[src/rtl/fifo_rd_pkg.sv]
// Shared definitions for the async_fifo read-side stream consumer.
//   BUF_DEPTH : entries in the output buffer
//   LVL_W     : width of buffer level and pointers
//   lvl_t     : type used for buffer level and head/tail pointers
//   ptr_inc   : circular pointer increment, wraps BUF_DEPTH-1 -> 0
package fifo_rd_pkg;

  localparam int BUF_DEPTH = 3;
  localparam int LVL_W     = 2;

  typedef logic [LVL_W-1:0] lvl_t;

  function automatic lvl_t ptr_inc(input lvl_t p);
    return (p == lvl_t'(BUF_DEPTH - 1)) ? '0 : lvl_t'(p + 1'b1);
  endfunction

endpackage

[src/rtl/fifo_rd_skid_buf.sv]
// Three-entry circular output buffer for fifo_rd_stream.
// Ports:
//   clk_i    in   clock
//   rst_ni   in   synchronous active-low reset
//   push_i   in   write data_i at tail
//   data_i   in   DW  word to write
//   pop_i    in   advance head (caller guarantees level_o != 0)
//   level_o  out  words held, 0..BUF_DEPTH
//   data_o   out  DW  word at head
module fifo_rd_skid_buf
  import fifo_rd_pkg::*;
#(
  parameter int DW = 8
) (
  input  logic          clk_i,
  input  logic          rst_ni,
  input  logic          push_i,
  input  logic [DW-1:0] data_i,
  input  logic          pop_i,
  output lvl_t          level_o,
  output logic [DW-1:0] data_o
);

  logic [DW-1:0] mem_q [BUF_DEPTH];
  logic [DW-1:0] mem_d [BUF_DEPTH];
  lvl_t          head_q, head_d;
  lvl_t          tail_q, tail_d;
  lvl_t          level_q, level_d;

  always_comb begin
    mem_d   = mem_q;
    head_d  = head_q;
    tail_d  = tail_q;
    level_d = level_q;
    if (push_i) begin
      mem_d[tail_q] = data_i;
      tail_d        = ptr_inc(tail_q);
    end
    if (pop_i) begin
      head_d = ptr_inc(head_q);
    end
    // Simultaneous push and pop leaves the level unchanged.
    case ({push_i, pop_i})
      2'b10:   level_d = level_q + 1'b1;
      2'b01:   level_d = level_q - 1'b1;
      default: level_d = level_q;
    endcase
  end

  always_ff @(posedge clk_i) begin
    if (!rst_ni) begin
      mem_q   <= '{default: '0};
      head_q  <= '0;
      tail_q  <= '0;
      level_q <= '0;
    end else begin
      mem_q   <= mem_d;
      head_q  <= head_d;
      tail_q  <= tail_d;
      level_q <= level_d;
    end
  end

  assign level_o = level_q;
  assign data_o  = mem_q[head_q];

endmodule

[src/rtl/fifo_rd_stream.sv]
// Read-side consumer for async_fifo: issues registered reads and re-presents
// the words as a valid/ready stream at one word per cycle, counting beats.
// Ports:
//   rd_clk        in   async_fifo read clock
//   rd_reset_n    in   synchronous active-low reset
//   fifo_empty    in   async_fifo empty
//   fifo_rd_en    out  async_fifo read enable
//   fifo_rd_data  in   DW  read data, valid the cycle after fifo_rd_en
//   m_valid       out  stream word available
//   m_data        out  DW  stream word
//   m_ready       in   sink accepts
//   beat_cnt      out  CW  handshakes since reset, wrapping
//   buf_level     out  words held in the output buffer
module fifo_rd_stream
  import fifo_rd_pkg::*;
#(
  parameter int DW = 8,
  parameter int CW = 16
) (
  input  logic          rd_clk,
  input  logic          rd_reset_n,
  input  logic          fifo_empty,
  output logic          fifo_rd_en,
  input  logic [DW-1:0] fifo_rd_data,
  output logic          m_valid,
  output logic [DW-1:0] m_data,
  input  logic          m_ready,
  output logic [CW-1:0] beat_cnt,
  output logic [1:0]    buf_level
);

  logic          inflight_q;
  logic [CW-1:0] beat_q, beat_d;
  lvl_t          level;
  logic [LVL_W:0] credit_used;
  logic          pop;

  // Credits count buffered words plus the one still on its way from the FIFO,
  // so a read is only issued when its word is guaranteed a free slot. This
  // keeps m_ready out of the fifo_rd_en path entirely.
  assign credit_used = {1'b0, level} + {{LVL_W{1'b0}}, inflight_q};
  assign fifo_rd_en  = rd_reset_n & ~fifo_empty
                     & (credit_used < (LVL_W+1)'(BUF_DEPTH));

  assign m_valid = (level != '0);
  assign pop     = m_valid & m_ready;
  assign beat_d  = pop ? beat_q + CW'(1) : beat_q;

  always_ff @(posedge rd_clk) begin
    if (!rd_reset_n) begin
      inflight_q <= 1'b0;
      beat_q     <= '0;
    end else begin
      inflight_q <= fifo_rd_en;
      beat_q     <= beat_d;
    end
  end

  fifo_rd_skid_buf #(
    .DW(DW)
  ) u_buf (
    .clk_i  (rd_clk),
    .rst_ni (rd_reset_n),
    .push_i (inflight_q),
    .data_i (fifo_rd_data),
    .pop_i  (pop),
    .level_o(level),
    .data_o (m_data)
  );

  assign beat_cnt  = beat_q;
  assign buf_level = level;

endmodule
[config.mk]
export PLATFORM = sky130hd
export DESIGN_NAME = fifo_rd_stream
export DESIGN_NICKNAME = d
export VERILOG_FILES = /design/src/rtl/fifo_rd_pkg.sv /design/src/rtl/fifo_rd_skid_buf.sv /design/src/rtl/fifo_rd_stream.sv
export SDC_FILE = /design/constraint.sdc
export NUM_CORES = 1
export LEC_CHECK = 0
export BUFFER_PORTS_ARGS = -buffer_cell sky130_fd_sc_hd__buf_2
export CORE_MARGIN = 2
export CORE_UTILIZATION = 54
export DETAILED_ROUTE_END_ITERATION = 6
export PLACE_DENSITY_LB_ADDON = 0.05
export SLEW_MARGIN = 15
export SYNTH_ARGS = -nofsm -noshare
export SYNTH_HDL_FRONTEND = slang
export SYNTH_SLANG_ARGS = --single-unit
[constraint.sdc]
create_clock -name rd_clk -period 2.64 [get_ports rd_clk]
set_clock_uncertainty 0.15 [all_clocks]
set_input_delay 0.132 -clock rd_clk [delete_from_list [all_inputs] [get_ports rd_clk]]
set_output_delay 0.132 -clock rd_clk [all_outputs]
set_load 0.1 [all_outputs]
==> flow_summary.ini <==
[sta]
min_period_ns = 2.42
worst_pin_slew_ns = 0.669
hold_viol = 0
clock.fmax_mhz = 413
postLayoutSetupSlackWorst_ns = 0.222
setup_viol = 0
final_min_period_over_clock_period = 0.916
rsz0062_at_grt = false
fin_tns_setup_ns = 0
relSlewSlack = 0.553
finalMaxSlewViolations = 0

[layout]
layout_commonest_cell = dfxtp_1
fin_util = 0.691
syn_to_final_growth_pct = 21.8
layout.nets = 289
drive_gt1_frac = 0.219
layout_common_cells = 47 x dfxtp_1, 42 x nor2_1, 39 x buf_2
finalNonFillerCells = 322
antenna_cells = 0
stdcell_area_um2 = 2550

[setup_path]
critical_path_arrival_ns = 2.14
rrSetupSlack_ns = 0.64
worst_setup_path_end_kind = primary output
path_common_cell = ha_1
r2r_start = u_buf.level_o[0]
r2r_cells = 5
rr_endpoint = u_buf.level_o[1]
crit_chain = ha_1 > ha_1 > a2111oi_4 > buf_2
cp_data_required_time_ns = 2.36
crit_type = reg -> out
crit_slowest_cell = dfxtp_1
startpoint_type = register
crit_fanout = 9
cpPeakStageDelay_ns = 0.53

[grt]
grt.overflow.total = 0
grt_max_degree = 25
antenna_found_initial = 0
track_usage = 0.215
grt_pass1_vias = 1595
grt_pass1_wl_um = 7190

[die]
initial_core_util = 0.567
fp.dieArea_um2 = 4390
rows = 22
coreArea_um2 = 3690
io_pins = 40
die_h_um = 66.2
die_w_um = 66.2

[power]
power_density_nw_per_um2 = 758
ir_worst_vdd_uv = 449
p_leak_nw = 1.15

[detailed_routing]
routed_wirelength_um = 4070
dr.first_iter.drc_count = 84
drt-wirelength-per-cell_um = 12.6
drc = 0
first_pass_iters = 4
via_count = 1647
viasPerCell = 5.11
ant_nets = 0

[status]
outcome = finished clean

[synthesis]
synth_top_area_share = 0.450
syn_area_um2 = 2090
synth.ff_latch_count = 47
yosysTopAreaCell = dfxtp_1
syn_nets = 240
yosys_warnings = 0
syn_area_per_cell_um2 = 9.34
synth_cells = 224
yosysSeqAreaShare = 0.450
ys_top_cells_by_area = dfxtp_1 45%, mux2i_1 16%, nor2_1 7.5%, xnor2_1 4.6%, nand2_1 3.4%
synthDistinctLibCells = 31

[clocking]
holdBufCountCts = 10
post_cts_resized = 0
clk_pin_slew_worst_paths_ns = 0.08
post-cts-setup-buffers = 0
cts_root_buf = clkbuf_8
cts_made_buffers = 5
cts_sinks = 47
clock_path_buffers = 2
htreeDepth = 2
cts_tree = built
clock_latency_ns = 0.29

[placement]
place_congestion = 0.774
dp_hpwl_um = 2810
dp_slack_ns = 0.555
dp_cells = 304
port_buffers = 39
dpl-instance-area_um2 = 2350

[worst_hold_path]
hold-path-endpoint = u_buf.head_q[1]
hp-start = m_ready
min_path_type = in -> reg
hold_depth = 4

[flow_run]
drv_cap = 0
[power by group]
part / switching [mW] / internal [mW]
Clock: 0.223 / 0.239
Sequential: 0.0601 / 0.752
Combinational: 0.502 / 0.156
[logic make-up after synthesis]
family                   synth area share
AND/OR/NAND/NOR                     0.200
flip-flops                          0.450
multiplexers                        0.158
AO/OA/AOI/OAI                      0.0724
buffers and inverters              0.0335
XOR/XNOR                           0.0628
adder cells (fa/ha/maj)            0.0239
[worst max-delay path by stage]
stage,from,to
floorplan,u_buf.level_o[1],fifo_rd_en
global placement,u_buf.level_o[0],fifo_rd_en
detailed placement,u_buf.level_o[0],fifo_rd_en
CTS,u_buf.level_o[0],fifo_rd_en
global route,u_buf.level_o[0],fifo_rd_en
finish,u_buf.level_o[0],fifo_rd_en
[state kept, by name (all words and copies together), names as in the netlist]
register and cells:
u_buf.head_q 2, beat_cnt 16, u_buf.tail_q 2, inflight_q 1, u_buf.level_o 2, u_buf.mem_q 24
[final cells by class]
type                            count  area [µm²]
Fill cell                         319        1140
Timing Repair Buffer               53         325
Sequential cell                    47         941
Tap cell                           48        60.1
Clock buffer                        8         100
Inverter                            6        22.5
Multi-Input combinational cell    160        1100
[per-stage QoR]
step / hold WS, ns / power, mW
6_report: 0.203 / 1.93
5_1_grt: 0.244 / 2.03
4_1_cts: 0.192 / 1.95
3_5_place_dp: 0.218 / 1.48
3_3_place_gp: 0.219 / 1.47
2_1_floorplan: 0.0717 / 1.37
[Yosys cell counts (all sizes together)]
cell type  instances
a31o               1
xnor2             11
mux2i             33
inv                6
a2111oi            2
a21oi              7
or3                1
or2                1
nand3              3
clkbuf             6
nand2             19
o2111ai            1
o21ai              9
nor2              42
dfxtp             47
o2111a             1
o211ai             1
nor3               7
nor2b              1
nand3b             2
nand4              4
buf                5
nand2b             1
o22ai              1
ha                 4
xor2               4
nor4               4
[metal layers]
layer / vias to the layer above / global-route usage / share of wire
met2: 24 / 0.341 / 0.44
met4: 0 / 0.0689 / 0.013
met1: 763 / 0.285 / 0.51
met3: 5 / 0.0562 / 0.035
li1: 855 / - / -
met5: - / 0 / 0
[worst max-delay path, delay by kind of cell, from the launching register on]
kind | cells | cell delay, ns
compound gates | 1 | 0.36
flops | 1 | 0.53
buf+inv | 1 | 0.48
fa+ha+maj | 2 | 0.48
No activity file was read; power rests on OpenSTA's default activity.
